<file path="src/rtl/mac_tx_serializer.sv">
// -----------------------------------------------------------------------------
// mac_tx_serializer
//
// Transmit stage that sits behind mac_fifo's 32-bit read port. It pops complete
// frames one word at a time and sends them LSB byte first, one byte per clock.
// Each frame gets a preamble and SFD in front. Frames shorter than
// MIN_FRAME_BYTES are padded with zeros. An inter-frame gap follows every
// transmission and every jam. A collision causes a jam. The fifo is then told
// to rewind the frame (retry), or to drop it once MAX_ATTEMPTS is used up.
//
// Ports
//   i_clock            single clock, one byte per cycle
//   i_reset_n          asynchronous, active-low reset
//   i_fifo_data        fifo word; byte 0 is [7:0]
//   i_fifo_start       current fifo word is the first word of a frame
//   i_fifo_end         current fifo word is the last word of a frame
//   i_fifo_last_bytes  valid bytes in the end word, 0 means 4
//   i_fifo_frame_ready fifo holds at least one complete frame
//   o_fifo_read        pop pulse; fifo word is valid the following cycle
//   o_fifo_retry       pulse: rewind the fifo to the current frame start
//   o_fifo_error       pulse: discard the current frame
//   i_collision        PHY collision detect
//   o_tx_data          byte to the PHY
//   o_tx_enable        o_tx_data is valid
//   o_busy             state machine is not idle
// -----------------------------------------------------------------------------
module mac_tx_serializer #(
    parameter int PREAMBLE_BYTES  = 7,
    parameter int MIN_FRAME_BYTES = 60,
    parameter int IFG_BYTES       = 12,
    parameter int JAM_BYTES       = 4,
    parameter int MAX_ATTEMPTS    = 15
) (
    input  logic        i_clock,
    input  logic        i_reset_n,
    input  logic [31:0] i_fifo_data,
    input  logic        i_fifo_start,
    input  logic        i_fifo_end,
    input  logic [1:0]  i_fifo_last_bytes,
    input  logic        i_fifo_frame_ready,
    output logic        o_fifo_read,
    output logic        o_fifo_retry,
    output logic        o_fifo_error,
    input  logic        i_collision,
    output logic [7:0]  o_tx_data,
    output logic        o_tx_enable,
    output logic        o_busy
);

    localparam int ATT_W = (MAX_ATTEMPTS < 2) ? 1 : $clog2(MAX_ATTEMPTS + 1);

    localparam logic [7:0]       PRE_N = 8'(PREAMBLE_BYTES);
    localparam logic [7:0]       IFG_N = 8'(IFG_BYTES);
    localparam logic [7:0]       JAM_N = 8'(JAM_BYTES);
    localparam logic [6:0]       MIN_N = 7'(MIN_FRAME_BYTES);
    localparam logic [ATT_W-1:0] ATT_N = ATT_W'(MAX_ATTEMPTS);

    typedef enum logic [2:0] {
        S_IDLE,
        S_FETCH,
        S_PREAMBLE,
        S_SFD,
        S_DATA,
        S_PAD,
        S_JAM,
        S_IFG
    } state_t;

    state_t            r_state;
    logic [31:0]       r_word;       // word being shifted out
    logic              r_word_end;
    logic [1:0]        r_word_last;
    logic [31:0]       r_hold;       // prefetched next word
    logic              r_hold_end;
    logic [1:0]        r_hold_last;
    logic [1:0]        r_byte_idx;   // index of the byte now on o_tx_data
    logic [6:0]        r_bytes;      // DATA+PAD bytes sent, saturating
    logic [7:0]        r_cnt;        // preamble / jam / gap cycle counter
    logic [ATT_W-1:0]  r_attempts;
    logic              r_rd_d;       // a pop was issued last cycle, word valid now
    logic              r_fifo_read;
    logic              r_fifo_retry;
    logic              r_fifo_error;
    logic [7:0]        r_tx_data;
    logic              r_tx_enable;
    logic              r_busy;

    logic [1:0]        w_next_idx;
    logic [7:0]        w_next_byte;
    logic [2:0]        w_word_len;
    logic              w_word_done;
    logic [6:0]        w_bytes_inc;
    logic [ATT_W-1:0]  w_att_inc;
    logic              w_collide;

    assign w_next_idx  = r_byte_idx + 2'd1;
    assign w_next_byte = r_word[{w_next_idx, 3'b000} +: 8];
    assign w_word_len  = (r_word_end && (r_word_last != 2'd0)) ? {1'b0, r_word_last} : 3'd4;
    assign w_word_done = (({1'b0, r_byte_idx} + 3'd1) == w_word_len);
    assign w_bytes_inc = (r_bytes == 7'h7F) ? r_bytes : (r_bytes + 7'd1);
    assign w_att_inc   = (r_attempts == {ATT_W{1'b1}}) ? r_attempts : (r_attempts + ATT_W'(1));

    // Collisions only matter while a frame is actually on the wire; the jam
    // itself and the quiet states ignore the detector.
    assign w_collide = i_collision && r_tx_enable &&
                       ((r_state == S_PREAMBLE) || (r_state == S_SFD) ||
                        (r_state == S_DATA)     || (r_state == S_PAD));

    always_ff @(posedge i_clock or negedge i_reset_n) begin
        if (!i_reset_n) begin
            r_state      <= S_IDLE;
            r_word       <= '0;
            r_word_end   <= 1'b0;
            r_word_last  <= '0;
            r_hold       <= '0;
            r_hold_end   <= 1'b0;
            r_hold_last  <= '0;
            r_byte_idx   <= '0;
            r_bytes      <= '0;
            r_cnt        <= '0;
            r_attempts   <= '0;
            r_rd_d       <= 1'b0;
            r_fifo_read  <= 1'b0;
            r_fifo_retry <= 1'b0;
            r_fifo_error <= 1'b0;
            r_tx_data    <= '0;
            r_tx_enable  <= 1'b0;
            r_busy       <= 1'b0;
        end else begin
            r_fifo_read  <= 1'b0;
            r_fifo_retry <= 1'b0;
            r_fifo_error <= 1'b0;
            r_rd_d       <= r_fifo_read;

            // Prefetch lands while the current word still has two bytes to go.
            if (r_rd_d && (r_state == S_DATA)) begin
                r_hold      <= i_fifo_data;
                r_hold_end  <= i_fifo_end;
                r_hold_last <= i_fifo_last_bytes;
            end

            if (w_collide) begin
                r_state     <= S_JAM;
                r_tx_data   <= 8'hAA;
                r_tx_enable <= 1'b1;
                r_cnt       <= 8'd1;
                r_attempts  <= w_att_inc;
                r_rd_d      <= 1'b0;   // drop any word still in flight
            end else begin
                case (r_state)
                    S_IDLE: begin
                        if (r_fifo_read) begin
                            r_state <= S_FETCH;
                            r_busy  <= 1'b1;
                        end else if (i_fifo_frame_ready && !r_fifo_retry && !r_fifo_error) begin
                            // Ready may still reflect the frame just retried or
                            // dropped, so wait one cycle after those pulses.
                            r_fifo_read <= 1'b1;
                        end
                    end

                    S_FETCH: begin
                        r_word      <= i_fifo_data;
                        r_word_end  <= i_fifo_end;
                        r_word_last <= i_fifo_last_bytes;
                        if (!i_fifo_start) begin
                            r_fifo_error <= 1'b1;
                            r_state      <= S_IDLE;
                            r_busy       <= 1'b0;
                        end else begin
                            r_state     <= S_PREAMBLE;
                            r_tx_enable <= 1'b1;
                            r_tx_data   <= 8'h55;
                            r_cnt       <= 8'd1;
                        end
                    end

                    S_PREAMBLE: begin
                        if (r_cnt < PRE_N) begin
                            r_cnt <= r_cnt + 8'd1;
                        end else begin
                            r_state   <= S_SFD;
                            r_tx_data <= 8'hD5;
                        end
                    end

                    S_SFD: begin
                        r_state    <= S_DATA;
                        r_tx_data  <= r_word[7:0];
                        r_byte_idx <= 2'd0;
                        r_bytes    <= 7'd1;
                    end

                    S_DATA: begin
                        if (!w_word_done) begin
                            r_tx_data  <= w_next_byte;
                            r_byte_idx <= w_next_idx;
                            r_bytes    <= w_bytes_inc;
                            if ((w_next_idx == 2'd1) && !r_word_end) begin
                                r_fifo_read <= 1'b1;
                            end
                        end else if (!r_word_end) begin
                            r_word      <= r_hold;
                            r_word_end  <= r_hold_end;
                            r_word_last <= r_hold_last;
                            r_tx_data   <= r_hold[7:0];
                            r_byte_idx  <= 2'd0;
                            r_bytes     <= w_bytes_inc;
                        end else if (r_bytes < MIN_N) begin
                            r_state   <= S_PAD;
                            r_tx_data <= 8'h00;
                            r_bytes   <= w_bytes_inc;
                        end else begin
                            r_state     <= S_IFG;
                            r_tx_enable <= 1'b0;
                            r_tx_data   <= 8'h00;
                            r_cnt       <= 8'd1;
                            r_attempts  <= '0;
                        end
                    end

                    S_PAD: begin
                        if (r_bytes < MIN_N) begin
                            r_tx_data <= 8'h00;
                            r_bytes   <= w_bytes_inc;
                        end else begin
                            r_state     <= S_IFG;
                            r_tx_enable <= 1'b0;
                            r_tx_data   <= 8'h00;
                            r_cnt       <= 8'd1;
                            r_attempts  <= '0;
                        end
                    end

                    S_JAM: begin
                        if (r_cnt < JAM_N) begin
                            r_cnt <= r_cnt + 8'd1;
                        end else begin
                            r_state     <= S_IFG;
                            r_tx_enable <= 1'b0;
                            r_tx_data   <= 8'h00;
                            r_cnt       <= 8'd1;
                            if (r_attempts < ATT_N) begin
                                r_fifo_retry <= 1'b1;
                            end else begin
                                r_fifo_error <= 1'b1;
                                r_attempts   <= '0;
                            end
                        end
                    end

                    S_IFG: begin
                        if (r_cnt < IFG_N) begin
                            r_cnt <= r_cnt + 8'd1;
                        end else begin
                            r_state <= S_IDLE;
                            r_busy  <= 1'b0;
                            // Issue the pop as the gap ends so the read lands
                            // exactly IFG_BYTES cycles after tx_enable fell.
                            if (i_fifo_frame_ready) begin
                                r_fifo_read <= 1'b1;
                            end
                        end
                    end

                    default: begin
                        r_state <= S_IDLE;
                        r_busy  <= 1'b0;
                    end
                endcase
            end
        end
    end

    assign o_fifo_read  = r_fifo_read;
    assign o_fifo_retry = r_fifo_retry;
    assign o_fifo_error = r_fifo_error;
    assign o_tx_data    = r_tx_data;
    assign o_tx_enable  = r_tx_enable;
    assign o_busy       = r_busy;

endmodule

</file>
<file path="config.mk">
export PLATFORM = sky130hd
export DESIGN_NAME = mac_tx_serializer
export DESIGN_NICKNAME = d
export VERILOG_FILES = /design/src/rtl/mac_tx_serializer.sv
export SDC_FILE = /design/constraint.sdc
export NUM_CORES = 1
export LEC_CHECK = 0
export ABC_CLOCK_PERIOD_IN_PS = 3100
export CORE_AREA = 3 3 104 106
export DETAILED_ROUTE_END_ITERATION = 10
export DIE_AREA = 0 0 107 109
export PLACE_DENSITY_LB_ADDON = 0.3
export SLEW_MARGIN = 30
export SYNTH_ARGS = -nofsm -noshare
export SYNTH_HDL_FRONTEND = slang
export SYNTH_SLANG_ARGS = --single-unit
</file>
<file path="constraint.sdc">
create_clock -name i_clock -period 3.1 [get_ports i_clock]
set_clock_uncertainty 0.05 [all_clocks]
set_input_delay 0.775 -clock i_clock [delete_from_list [all_inputs] [get_ports i_clock]]
set_output_delay 0.775 -clock i_clock [all_outputs]
set_load 0.05 [all_outputs]
</file>
==> reports/metrics.yaml, run 1 <==
cts.sinks: 108
cts_buffer_depth: 2
cts_resized: 0
insertion_delay_ps: 380
final_net_count: 677
htreeDepth: 3
vias: 4738
track_usage: 0.247
setup_viol: 0
slew_headroom: 0.587
critical_path_class: "reg2reg"
firstDrtPassIters: 5
synth-compound-area-share: 0.175
power_density_nw_per_um2: 927
critPathLaunchType: "flip-flop"
ys_seq_elements: 108
rows: 36
min_period_ps: 2770
synth_cell_types: 66
maxSlewViolCount: 0
grt_setup_unrepaired: "no"
worstMarginPinSlew_ps: 614
core_um2: 9860
root_buffer: "clkbuf_8"
die_h_um: 109
area_growth_pct: 16.0
routedWlPerCell_um: 17.5
via_per_inst: 6.18
dp_hpwl_mm: 9.37
p_leak_nw: 2.85
async_flop_share: 1.00
path_max_fanout: 14
cts_hold_buf: 0
grt_pass1_vias: 4712
synth-xor-area-share: 0.00309
fin_tns_setup_ps: 0
fmax_ghz: 0.362
grt_overflow: 0
netlist_instances: 582
worstPathArrival_ps: 3040
grt_max_degree: 109
grt_antenna_before_repair: 0
min_path_type: "in2async"
synth_top_family_by_area: "simple AND/OR/NAND/NOR gates"
finalHoldViolations: 0
hold-worst-slack_ps: 388
boundaryPins: 53
drive_gt1_frac: 0.134
cap_viol_max_count: 0
final_core_util: 0.668
yosysSeqAreaShare: 0.476
ys_warn_count: 0
syn_area_um2: 5680
cts_setup_buffers: 0
die_w_um: 107
fin_total_pwr_mw: 6.10
drc: 0
grt_pass1_wl_mm: 22.9
wl_mm: 13.5
syn-num-nets: 630
crit_required_ps: 3380
cts_tree: "yes"
initial_core_util: 0.575
ys.flop_type: "dfrtp_1"
port_buffers: 52
status: "finished, final reports clean"
synth.area.mux_share: 0.106
timing.final.crit_share: 0.892
final_antenna_net_count: 0
peakVddDrop_v: 0.000441
yosys.area_share.simple: 0.185
drt_iter0_drc: 298
synth_edf_count: 0
die_area_um2: 11700
synth-adder-area-share: 0.0176
avgSynthCellArea_um2: 9.75
n_antenna_cell: 0
end_kind: "flip-flop"
numCtsBuffers: 9
gp_congestion: 0.911
path_clk_slew_ps: 100
[sequential cells by signal (all words and copies together), names as in the netlist]
| signal | cells |
|---|---|
| o_tx_data | 8 |
| r_rd_d | 1 |
| r_word | 32 |
| r_hold_last | 2 |
| r_byte_idx | 2 |
| r_hold_end | 1 |
| r_word_end | 1 |
| r_cnt | 8 |
| r_attempts | 4 |
| o_busy | 1 |
| r_bytes | 7 |
| o_fifo_retry | 1 |
| o_fifo_error | 1 |
| r_word_last | 2 |
| r_state | 3 |
| o_fifo_read | 1 |
| r_hold | 32 |
| o_tx_enable | 1 |
[Yosys cell counts, drive strengths merged (3+ instances only)]
cell type,count,area (um2)
a211oi,3,27.5
a21oi,11,55.1
a311oi,6,52.6
a31oi,44,275
a41o,3,31.3
and2,4,25.0
and3,4,25.0
buf,11,61.3
clkbuf,22,82.6
dfrtp,108,2700
ha,8,100
inv,16,60.1
mux2,35,394
mux2i,3,30.0
mux4,8,180
nand2,93,349
nand2b,3,18.8
nand3,15,75.1
nand4b,6,52.6
nor2,63,236
nor2b,7,43.8
nor3,8,40.0
nor4,6,37.5
nor4b,4,35.0
o211a,4,40.0
o211ai,4,30.0
o21a,9,67.6
o21ai,29,145
[cell usage in the layout, fill, tap and decap left out, types with 3 or more instances in the layout]
cell type        count
o211ai_1             4
nor2_1              62
a31oi_1             44
mux2i_1              3
a311oi_1             6
nand4b_1             6
mux4_2               8
o211a_1              4
nor4_1               6
o21ai_0             26
and3_1               4
clkdlybuf4s50_1     51
clkbuf_8             9
nor2b_1              7
buf_4               16
nor4b_1              4
mux2_2              35
nand3_1             15
and2_1               4
a21oi_1             11
o21a_1               9
nand2_1             93
inv_1               16
nand2b_1             3
o21ai_1              3
ha_1                 8
nor3_1               8
dfrtp_1            108
[layout make-up]
class / count / area [um2]
fill: 815 / 3280
multi-input combinational: 423 / 2780
sequential: 108 / 2700
timing repair buffer: 69 / 671
tap: 133 / 166
clock buffer: 11 / 131
clock inverter: 5 / 70.1
inverter: 18 / 67.6
[per-layer routing]
layer,track usage,up-vias,part of all wire
met5,0,-,0
met4,0.0831,0,0.024
met3,0.0539,24,0.050
met2,0.434,161,0.52
met1,0.303,2354,0.41
li1,-,2199,-
[power breakdown]
part | switching, mW | internal [mW]
clock | 0.499 | 0.389
sequential | 0.462 | 1.91
combinational | 1.62 | 1.22
[critical path, stage by stage, from the launching register on]
cell	delay, ps
dfrtp_1	400
buf_4	200
ha_1	250
nand3b_1	280
a2bb2o_4	270
or2_2	360
o311ai_4	460
nand2b_1	280
o21a_1	150
[logic make-up (layout without fill, tap and decap cells)]
kind of cell    after synthesis  after routing
simple gates                227            227
compound gates              140            140
flops                       108            108
buf+inv                      51            103
mux                          46             46
fa+ha+maj                     8              8
xor+xnor                      2              2
[stage by stage]
stage / worst slack [ps] / instances / area (um2)
2_1_floorplan: 336 / 582 / 5680
3_3_place_gp: 381 / 751 / 6380
3_5_place_dp: 320 / 751 / 6380
4_1_cts: 354 / 767 / 6590
5_1_grt: 179 / 767 / 6590
6_report: 335 / 767 / 6590
[worst paths after layout]
check / start / end / slack (ps) / cells after the start
worst max-delay path: r_byte_idx[0] / r_cnt[3] / 330 / 8
worst min-delay path: i_reset_n / r_cnt[0] / 390 / 2
worst max register to register: r_byte_idx[0] / r_cnt[3] / 330 / 8
worst min register to register: o_busy / o_busy / 450 / 2
max in group asynchronous: i_reset_n / r_word[9] / 2170 / 2
min in group i_clock: o_busy / o_busy / 450 / 2
Note: power is estimated with default switching activity, not from simulation.
==> run 2, diff against run 1 <==
Settings changed: CORE_AREA 3 3 104 106 to 5 5 91 127, DIE_AREA 0 0 107 109 to 0 0 96 132, PLACE_DENSITY set to 0.81, PLACE_DENSITY_LB_ADDON 0.3 to unset.
==> reports/metrics.yaml, run 2 (synthesized netlist as in run 1, its figures left out) <==
final_core_util: 0.655  # was 0.668
firstDrtPassIters: 5  # unchanged
worstMarginPinSlew_ps: 678  # was 614 ps
drc: 0  # unchanged
worstPathArrival_ps: 3020  # was 3040 ps
dp_hpwl_mm: 9.84  # was 9.37 mm
drt_iter0_drc: 360  # was 298
worstPathCellList: "inv_1, ha_1, nand3b_1, a2bb2o_4, or2_2, o311ai_4, nand2b_1, o21a_1"  # was buf_4, ha_1, nand3b_1, a2bb2o_4, or2_2, o311ai_4, nand2b_1, o21a_1
grt_setup_unrepaired: "no"  # unchanged
reg2reg_depth: 8  # unchanged
grt_pass1_vias: 4787  # was 4,712
boundaryPins: 53  # unchanged
peakVddDrop_v: 0.000472  # was 0.000441 V
hold-worst-slack_ps: 352  # was 388 ps
final_cell_mix: "108 x dfrtp_1, 93 x nand2_1, 62 x nor2_1, 51 x clkdlybuf4s50_1, 44 x a31oi_1"  # unchanged
reg.largest.list: "r_hold (32), r_word (32)"  # unchanged
dpl_cell_area_um2: 6400  # was 6380 um2
grt_overflow: 0  # unchanged
initial_core_util: 0.554  # was 0.575
root_buffer: "clkbuf_16"  # was clkbuf_8
internal-power_mw: 3.78  # was 3.52 mW
die_w_um: 96  # was 107 um
cts_buffer_depth: 2  # unchanged
via_per_inst: 6.17  # was 6.18
core_um2: 10200  # was 9860 um2
insertion_delay_ps: 350  # was 380 ps
final_net_count: 678  # was 677
final_antenna_net_count: 0  # unchanged
htreeDepth: 3  # unchanged
pwr-share-clk: 0.186  # was 0.145
swShare: 0.409  # was 0.423
power_density_nw_per_um2: 953  # was 927 nW/um2
track_usage: 0.227  # was 0.247
gp_congestion: 0.898  # was 0.911
p_leak_nw: 2.89  # was 2.85 nW
p_seq_frac: 0.371  # was 0.388
worstReg2RegEnd: "r_cnt[4]"  # was r_cnt[3]
path_clk_slew_ps: 70  # was 100 ps
cts_hold_buf: 0  # unchanged
placedCellCount: 757  # was 751
finalHoldViolations: 0  # unchanged
fin_tns_setup_ps: 0  # unchanged
min_path_type: "in2async"  # unchanged
cts_resized: 0  # unchanged
timing.final.crit_share: 0.897  # was 0.892
status: "finished, final reports clean"  # unchanged
rows: 44  # was 36
slowest_delay_ps: 460  # about the same
cts.sinks: 108  # unchanged
cap_viol_max_count: 0  # unchanged
fmax_ghz: 0.360  # was 0.362 GHz
critPathLaunchType: "flip-flop"  # unchanged
port_buffers: 52  # unchanged
grt_antenna_before_repair: 0  # unchanged
rrSetupSlack_ps: 320  # was 330 ps
path_max_fanout: 12  # was 14
maxSlewViolCount: 0  # unchanged
die_area_um2: 12700  # was 11,700 um2
routedWlPerCell_um: 17.6  # was 17.5 um
fin_area_um2: 6710  # was 6590 um2
area_growth_pct: 18.2  # was 16.0%
cts_tree: "yes"  # unchanged
end_kind: "flip-flop"  # unchanged
vias: 4767  # was 4,738
slowest_stage: "o311ai_4"  # unchanged
cts_setup_buffers: 0  # unchanged
netSwitchingPower_mw: 2.62  # was 2.58 mW
min_period_ps: 2780  # was 2770 ps
final_common_cell: "dfrtp_1"  # unchanged
reg2reg_from: "r_byte_idx[0]"  # unchanged
drive_gt1_frac: 0.139  # was 0.134
crit_required_ps: 3340  # was 3380 ps
numCtsBuffers: 9  # unchanged
die_h_um: 132  # was 109 um
slew_headroom: 0.545  # was 0.587
critical_path_class: "reg2reg"  # unchanged
grt_max_degree: 70  # was 109
pwr-share-comb: 0.442  # was 0.466
grt_pass1_wl_mm: 22.9  # about the same
wl_mm: 13.6  # was 13.5 mm
setup_viol: 0  # unchanged
fin_cells: 773  # was 767
n_antenna_cell: 0  # unchanged
==> run 2: changes by cell type in the layout (fill, tap and decap cells not counted), sizes merged <==
cell / delta
buf: +1
clkbuf: -2
clkinv: -2
clkinvlp: +3
inv: +1
==> run 2: layout make-up <==
| type | count | area (um2) |
|---|---|---|
| clock buffer | 9 | 225 |
| clock inverter | 7 | 83.8 |
| fill | 825 | 3530 |
| inverter | 18 | 67.6 |
| multi-input combinational | 423 | 2780 |
| sequential | 108 | 2700 |
| tap | 138 | 173 |
| timing repair buffer | 70 | 678 |
==> run 2: how the worst max path moves through the flow <==
stage / startpoint / to / slack, ps / depth (start not counted)
global placement: i_collision / r_word[28] / 370 / 8
floorplan: r_byte_idx[0] / r_word[0] / 340 / 11
CTS: r_byte_idx[0] / r_cnt[4] / 320 / 8
detailed placement: i_collision / r_word[8] / 320 / 8
global route: r_byte_idx[0] / r_cnt[4] / 170 / 8
finish: r_byte_idx[0] / r_cnt[4] / 320 / 8
==> run 2: per-layer routing <==
layer  share of wire  GRT usage  up-vias
met4           0.047      0.131        0
met1            0.39      0.281     2326
met5               0          0        -
met3           0.046     0.0274       42
li1                -          -     2213
met2            0.52      0.374      186
==> run 2: critical path, delay by kind of cell, from the launching register on <==
kind,cells,cell delay [ps]
fa+ha+maj,1,350
flops,1,420
simple gates,3,940
compound gates,3,890
buf+inv,1,80
==> run 2: stage by stage <==
step | total power [mW] | worst slack (ps)
3_5_place_dp | 5.20 | 319
2_1_floorplan | 4.33 | 336
3_3_place_gp | 5.07 | 369
6_report | 6.40 | 320
4_1_cts | 6.40 | 323
5_1_grt | 6.81 | 173
==> run 2: power groups by stage <==
stage	clock network (mW)	registers, mW	logic [mW]
2_1_floorplan	0	2.44	1.90
3_3_place_gp	0	2.36	2.71
3_5_place_dp	0	2.38	2.82
4_1_cts	1.20	2.36	2.84
5_1_grt	1.27	2.43	3.12
6_report	1.19	2.37	2.83
